## src/rtl/alu_pkg.sv

```systemverilog
// alu_pkg: op codes and controller state encodings shared by the nibble-serial ALU
package alu_pkg;
  localparam logic [1:0] OP_ADD = 2'b00;
  localparam logic [1:0] OP_SUB = 2'b01;
  localparam logic [1:0] OP_CMP = 2'b10;
  localparam logic [1:0] OP_ADC = 2'b11;
  localparam logic [1:0] S_IDLE = 2'd0;
  localparam logic [1:0] S_RUN  = 2'd1;
  localparam logic [1:0] S_DONE = 2'd2;
endpackage

```

## src/rtl/nibble_addsub_slice.sv

```systemverilog
// nibble_addsub_slice: 4-bit ripple add/sub (b inverted when sub); ports a,b,sub,cin -> sum,c_out,c3 (carry into bit 3)
module nibble_addsub_slice (
  input  logic [3:0] a,
  input  logic [3:0] b,
  input  logic       sub,
  input  logic       cin,
  output logic [3:0] sum,
  output logic       c_out,
  output logic       c3
);
  logic [3:0] bx;
  logic [4:0] c;
  assign bx = b ^ {4{sub}};
  assign c[0] = cin;
  for (genvar i = 0; i < 4; i++) begin : g_fa
    assign sum[i] = a[i] ^ bx[i] ^ c[i];
    assign c[i+1] = (a[i] & bx[i]) | (c[i] & (a[i] ^ bx[i]));
  end
  assign c_out = c[4];
  assign c3 = c[3];
endmodule

```

## src/rtl/nibble_serial_alu_ctrl.sv

```systemverilog
// nibble_serial_alu_ctrl: nibble-serial ADD/SUB/CMP/ADC sequencer; in: clk,rst_n,in_valid,op,cy_in,a,b,out_ready; out: in_ready,out_valid,result,flag_cy/z/s/v
module nibble_serial_alu_ctrl
  import alu_pkg::*;
#(
  parameter int NIBBLES = 4
) (
  input  logic                 clk,
  input  logic                 rst_n,
  input  logic                 in_valid,
  output logic                 in_ready,
  input  logic [1:0]           op,
  input  logic                 cy_in,
  input  logic [4*NIBBLES-1:0] a,
  input  logic [4*NIBBLES-1:0] b,
  output logic                 out_valid,
  input  logic                 out_ready,
  output logic [4*NIBBLES-1:0] result,
  output logic                 flag_cy,
  output logic                 flag_z,
  output logic                 flag_s,
  output logic                 flag_v
);
  localparam int WIDTH = 4 * NIBBLES;
  localparam int IW = NIBBLES > 1 ? $clog2(NIBBLES) : 1;
  logic [1:0] state, state_nx, op_r;
  logic [IW-1:0] idx;
  logic [WIDTH-1:0] a_r, b_r;
  logic carry, zacc, sub, last, accept, c_out, c3;
  logic [3:0] sum;
  assign sub = op_r == OP_SUB || op_r == OP_CMP;
  assign last = idx == IW'(NIBBLES - 1);
  assign accept = in_valid && in_ready;
  nibble_addsub_slice u_slice (
    .a    (a_r[4*idx +: 4]),
    .b    (b_r[4*idx +: 4]),
    .sub  (sub),
    .cin  (carry),
    .sum  (sum),
    .c_out(c_out),
    .c3   (c3)
  );
  always_ff @(posedge clk or negedge rst_n)
    if (!rst_n) state <= S_IDLE;
    else state <= state_nx;
  always_comb
    state_nx = state == S_IDLE ? (in_valid ? S_RUN : S_IDLE) :
               state == S_RUN  ? (last ? S_DONE : S_RUN) :
               state == S_DONE ? (out_ready ? S_IDLE : S_DONE) : S_IDLE;
  always_comb begin
    in_ready = state == S_IDLE;
    out_valid = state == S_DONE;
  end
  always_ff @(posedge clk or negedge rst_n) begin
    if (!rst_n) begin
      a_r <= '0;
      b_r <= '0;
      op_r <= OP_ADD;
      carry <= 1'b0;
      zacc <= 1'b0;
      idx <= '0;
      result <= '0;
      flag_cy <= 1'b0;
      flag_z <= 1'b0;
      flag_s <= 1'b0;
      flag_v <= 1'b0;
    end else if (accept) begin
      a_r <= a;
      b_r <= b;
      op_r <= op;
      carry <= op == OP_ADC ? cy_in : (op == OP_SUB || op == OP_CMP);
      zacc <= 1'b0;
      idx <= '0;
      result <= op == OP_CMP ? a : '0;
    end else if (state == S_RUN) begin
      if (op_r != OP_CMP) result[4*idx +: 4] <= sum;
      carry <= c_out;
      zacc <= zacc | (|sum);
      idx <= last ? '0 : idx + 1'b1;
      if (last) begin
        flag_cy <= c_out ^ sub;
        flag_z <= ~(zacc | (|sum));
        flag_s <= sum[3];
        flag_v <= c_out ^ c3;
      end
    end
  end
endmodule

```

## config.mk

```make
export PLATFORM = sky130hd
export DESIGN_NAME = nibble_serial_alu_ctrl
export DESIGN_NICKNAME = d
export VERILOG_FILES = /design/src/rtl/alu_pkg.sv /design/src/rtl/nibble_addsub_slice.sv /design/src/rtl/nibble_serial_alu_ctrl.sv
export SDC_FILE = /design/constraint.sdc
export NUM_CORES = 1
export LEC_CHECK = 0
export ABC_AREA = 1
export CORE_MARGIN = 2
export CORE_UTILIZATION = 55
export CTS_CLUSTER_SIZE = 16
export DETAILED_ROUTE_END_ITERATION = 8
export PLACE_DENSITY = 0.93
export SLEW_MARGIN = 20
export SYNTH_ARGS = -nofsm -noshare
export SYNTH_HDL_FRONTEND = slang
export SYNTH_SLANG_ARGS = --single-unit
```

## constraint.sdc

```tcl
create_clock -name clk -period 6.7 [get_ports clk]
set_clock_uncertainty 0.05 [all_clocks]
set_input_delay 1.005 -clock clk [delete_from_list [all_inputs] [get_ports clk]]
set_output_delay 1.005 -clock clk [all_outputs]
set_load 0.05 [all_outputs]
```

* Word level (Yosys, flattened, before mapping)
Index checks and enable logic that the tools add are counted.
** Word-level totals
- Bits in registers :: 60
- Input port bits :: 39
- Logic and storage cells :: 81
- Output and inout bits :: 22
** Cells by class
- Mux-type cells :: 19
- $add $sub $neg :: 2
- Equal/unequal tests :: 9
- Bitwise logic cells :: 26
- Shifts and indexed selects :: 4
- Reductions and logical operators :: 9
** Operators by type and width (count)
- 16-bit two-way mux :: 4
- 4-bit negator with 34-bit output :: 1
- 4-bit by 34-bit variable shift with 16-bit output (first input constant) :: 1
- 4-bit by 34-bit variable part select with 16-bit output :: 1
- 16-bit by 5-bit variable part select with 4-bit output :: 2
- 16-bit bitwise mux :: 1
- 2-bit two-way mux :: 8
- 2-bit equality test (second input constant) :: 5
- 1-bit XOR :: 10
- 1-bit AND :: 8
- 2-bit by 1-bit equality test with 1-bit output (second input constant) :: 3
- 1-bit two-way mux :: 6
- 1-bit bitwise OR :: 5
- 2-bit nonzero test :: 2
- 4-bit OR reduction :: 1
- 4-bit XOR :: 1
- 3-bit AND reduction :: 1
- 2-bit by 1-bit adder with 2-bit output (second input constant) :: 1
- 2-bit zero test :: 1
- 1-bit logical OR :: 2
- 2-bit != test (second input constant) :: 1
- 1-bit NOT :: 2
- 2-bit AND reduction :: 1
- 1-bit logical AND :: 1

* Logic depth before layout (Yosys ltp)
- Word-level depth :: 16
- Depth in mapped cells :: 18
- Gate-level depth less buffers :: 17

* Modules after synthesis
Synthesis repeated with hierarchy kept, for this count alone.
** Unflattened totals
- Cell total of the unflattened synthesis :: 433
- Area, all modules :: 3294.4 um^2
** By module, submodules not included
- nibble_serial_alu_ctrl :: area each 3120.5 um^2, times used 1, cells an instance 404, sequential area each 1501.4 um^2
- nibble_addsub_slice :: area each 173.9 um^2, times used 1, cells an instance 29, sequential area each 0.0 um^2

* Least setup slack after synthesis
Ideal clock, no wire load.
- Path type :: register to register
- Start point :: reg idx[0]
- End point :: reg result[15]
- Setup slack :: 3528 ps
- Setup time :: 66 ps
- Path buffers :: 2
- Clock period less this slack :: 3172 ps
- Required time :: 6584 ps
- Stages on the path, launching flop included :: 18
- Data arrival time :: 3056 ps
- Cell sequence :: dfrtp_1 buf_4 clkinv_1 buf_2 o21ai_0 o22ai_1 fa_1 inv_1 fa_1 inv_1 fa_1 fa_1 nand3_1 nor2_1 nand2_1 nand2_1 nand2_1 nand2_1
** Between the ends
- Cells in the longest elaborated chain, start to end :: 15
- Elaborated cells between the ends (all ways) :: 27
- Classes of those cells :: 1 x add/sub; 4 x shift; 4 x mux; 18 x bitwise
** RTL lines
- start: declaration :: RTL line nibble_serial_alu_ctrl.sv:26 : logic [IW-1:0] idx;
- start signal: assignment :: RTL line nibble_serial_alu_ctrl.sv:78 : idx <= last ? '0 : idx + 1'b1;
- 16-bit by 5-bit variable part select with 4-bit output :: RTL line nibble_serial_alu_ctrl.sv:35 : .b (b_r[4*idx +: 4]),
- 4-bit XOR :: RTL line nibble_addsub_slice.sv:13 : assign bx = b ^ {4{sub}};
- 1-bit XOR :: RTL line nibble_addsub_slice.sv:17 : assign c[i+1] = (a[i] & bx[i]) | (c[i] & (a[i] ^ bx[i]));
- 1-bit AND :: RTL line nibble_addsub_slice.sv:17
- 1-bit bitwise OR :: RTL line nibble_addsub_slice.sv:17
- 1-bit AND :: RTL line nibble_addsub_slice.sv:17
- 1-bit bitwise OR :: RTL line nibble_addsub_slice.sv:17
- 1-bit AND :: RTL line nibble_addsub_slice.sv:17
- 1-bit bitwise OR :: RTL line nibble_addsub_slice.sv:17
- 1-bit XOR * :: RTL line nibble_addsub_slice.sv:16 : assign sum[i] = a[i] ^ bx[i] ^ c[i];
- net sum[3] :: RTL line nibble_serial_alu_ctrl.sv:29 : logic [3:0] sum;
- 4-bit by 34-bit variable part select with 16-bit output * :: RTL line nibble_serial_alu_ctrl.sv:75 : if (op_r != OP_CMP) result[4*idx +: 4] <= sum;
- 16-bit bitwise mux * :: RTL line nibble_serial_alu_ctrl.sv:75
- 16-bit two-way mux * :: RTL line nibble_serial_alu_ctrl.sv:75
- 16-bit two-way mux * :: RTL line nibble_serial_alu_ctrl.sv:74 : end else if (state == S_RUN) begin
- 16-bit two-way mux * :: RTL line nibble_serial_alu_ctrl.sv:66 : end else if (accept) begin
- end signal: assignment :: RTL line nibble_serial_alu_ctrl.sv:73 : result <= op == OP_CMP ? a : '0;
- end signal: indexed assignment :: RTL line nibble_serial_alu_ctrl.sv:75
- end: declaration :: RTL line nibble_serial_alu_ctrl.sv:17 : output logic [4*NIBBLES-1:0] result,
Mark *: on every way through the listed nets, which the timed path passes. The rest lies on a longest branch. The select of a mux whose other input is x is not followed.
A chain may end at the register's enable or synchronous reset.

* Worst setup path in the final report
Same ends and word-level chain as after synthesis.

==> impl_metrics.py <==
metrics = {
    "routing": {
        "antenna_left": 0,
        "drt-total-wl_um": 8020,
        "routedWlPerCell_um": 14.4,
        "firstDrtPassIters": 5,
        "vias_per_cell": 5.26,
        "initialDrtViolationCount": 293,
        "dr_total_vias": 2926,
        "drt_drc_violations_left": 0,
    },
    "clock_tree": {
        "clk_latency_ns": 0.35,
        "cts_tree": "done",
        "cts_hold_buf": 0,
        "cts_inserted_buffers": 9,
        "cts.sinks": 60,
        "postCtsSetupBuffers": 0,
        "cts_htree_levels": 3,
        "root_buffer": "clkbuf_8",
        "cts_resized": 0,
        "cts.clk_slew.worst_paths_ns": 0.07,
        "clk_path_buf_depth": 2,
    },
    "critical_path": {
        "crit_type": "reg -> reg",
        "path_max_fanout": 27,
        "startpoint_type": "flop",
        "end_kind": "flop",
        "cp.arrival_ns": 4.58,
        "worstPathRequired_ns": 6.93,
    },
    "final_layout": {
        "mostFrequentLayoutCells": "178 x nand2_1, 60 x dfrtp_1, 59 x clkdlybuf4s50_1, 36 x inv_1, 35 x nand3_1",
        "diodes": 0,
        "nNetsFinal": 529,
        "stdcell_area_um2": 4030,
        "syn2layout_area_growth_pct": 24.6,
        "final_common_cell": "nand2_1",
        "drive_gt1_share_pct": 5.37,
    },
    "synth": {
        "ys_types": 30,
        "avgSynthCellArea_um2": 7.60,
        "syn_nets": 475,
        "yosysWarnings": 0,
        "synth_cells": 425,
        "ys_seq_area_share_pct": 46.5,
        "ys_ff_latch": 60,
        "syn_area_um2": 3230,
    },
    "run": {
        "cap_violations": 0,
    },
    "placed_design": {
        "hpwl_um": 5760,
        "dpl_cell_area_um2": 3820,
        "pre_cts_slack_ns": 2.48,
        "port_buffers": 60,
        "place.gp.congestion": 0.938,
    },
    "timing": {
        "period_minus_slack_ns": 4.34,
        "maxSlewHeadroom_pct": 47.5,
        "setup_viol": 0,
        "hold_violations": 0,
        "worst_pin_slew_ns": 0.788,
        "drv_slew": 0,
        "fin_ws_ns": 2.36,
        "fmax_mhz": 230,
        "whs_ns": 0.431,
        "fin_tns_setup_ns": 0,
        "period_share_pct": 64.8,
        "rsz0062_at_grt": "no",
    },
    "floorplan": {
        "die_h_um": 80.6,
        "coreArea_um2": 5570,
        "io_pins": 61,
        "fp-row-count": 27,
        "die_w_um": 80.6,
        "die_area_um2": 6500,
        "initial_core_util_pct": 58.0,
    },
    "global_routing": {
        "grt_max_degree": 70,
        "grt_pass1_vias": 2848,
        "grt.total_usage_pct": 27.2,
        "gr-total-overflow": 0,
        "antenna_found_initial": 0,
        "grt_pass1_wl_um": 13300,
    },
    "worst_hold_path": {
        "hp-class": "reg -> reg",
    },
    "pwr": {
        "p_per_area_nw_per_um2": 598,
        "ir_worst_vdd_mv": 0.367,
        "leakage_nw": 2.08,
    },
    "run_status": {
        "status": "complete, no violations",
    },
}
-- power breakdown --
group	total (W)	internal, W	switching, W
clock	0.000334	0.000191	0.000143
sequential	0.000647	0.000521	0.000126
combinational	0.00143	0.000508	0.000921
total	0.00241	0.00122	0.00119
-- worst max-delay path, stage by stage, from the launching register on --
cell and delay [ns]:
dfrtp_1 0.86, clkinv_1 0.73, o21ai_0 0.35, o22ai_1 0.13, fa_1 0.39, inv_1 0.07
fa_1 0.15, inv_1 0.05, fa_1 0.41, fa_1 0.60, nand3_1 0.12, nor2_1 0.13
nand2_1 0.06, nand2_1 0.06, nand2_1 0.05, nand2_1 0.05
-- metal layers --
metal,global-route usage (%),routed length [um],share of wire [%],vias up
met5,0,0,0,-
met4,14.2,306,3.8,0
met3,4.94,504,6.3,29
met2,42.7,3820,48,125
met1,35.8,3390,42,1328
li1,-,-,-,1444
-- cell usage after synthesis --
library cell / number / area (um2)
a21oi_1: 6 / 30.0
buf_1: 1 / 3.75
buf_2: 8 / 40.0
buf_4: 4 / 30.0
buf_6: 1 / 11.3
clkbuf_1: 4 / 15.0
clkinv_1: 2 / 7.51
dfrtp_1: 60 / 1500
fa_1: 4 / 80.1
ha_1: 7 / 87.6
inv_1: 36 / 135
inv_2: 1 / 3.75
inv_4: 1 / 6.26
nand2_1: 178 / 668
nand2_2: 1 / 6.26
nand2_4: 1 / 11.3
nand3_1: 35 / 175
nand3b_1: 3 / 22.5
nand4_1: 4 / 25.0
nor2_1: 17 / 63.8
nor2_2: 1 / 6.26
nor2_4: 1 / 11.3
o21ai_0: 26 / 130
o21ai_1: 8 / 40.0
o21ai_2: 3 / 26.3
o21bai_1: 1 / 7.51
o22ai_1: 4 / 25.0
o31ai_1: 1 / 7.51
xnor2_1: 2 / 17.5
xor2_1: 4 / 35.0
-- flip-flops by register name, indices dropped and copies added (netlist names), 2 cells and up --
signal	cells
result	16
op_r	2
a_r	16
state	2
b_r	16
idx	2
-- layout make-up --
class,instances,area (um2)
fillers,461,1550
repair buffers,61,603
inverters,40,153
clock buffers,12,155
flip-flops and latches,60,1500
well taps,72,90.1
multi-input cells,307,1480
clock inverters,4,47.5
-- final timing paths --
check                            from         end  slack, ns  cells past startpoint
max in group asynchronous       rst_n  result[15]       5.35                      2
setup / recovery               idx[0]  result[15]       2.36                     15
setup reg to reg               idx[0]  result[15]       2.36                     15
hold reg to reg            result[14]  result[14]       0.43                      2
min in group asynchronous       rst_n      a_r[6]       0.76                      2
hold / removal             result[14]  result[14]       0.43                      2
-- through the flow --
step | power, W | std cells | utilization [%]
3_3_place_gp | 0.00203 | 540 | 68.6
6_report | 0.00241 | 556 | 72.2
5_1_grt | 0.00261 | 556 | 72.2
2_1_floorplan | 0.00170 | 425 | -
4_1_cts | 0.00241 | 556 | 72.2
3_5_place_dp | 0.00207 | 540 | 68.6
-- kinds of logic after synthesis --
logic type      Yosys count  share of synthesized area, %
simple gates            241                          30.6
buf+inv                  58                          7.82
fa+ha+maj                11                          5.19
xor+xnor                  6                          1.63
compound gates           49                          8.25
flops                    60                          46.5
No activity file was read; power rests on OpenSTA's default activity.
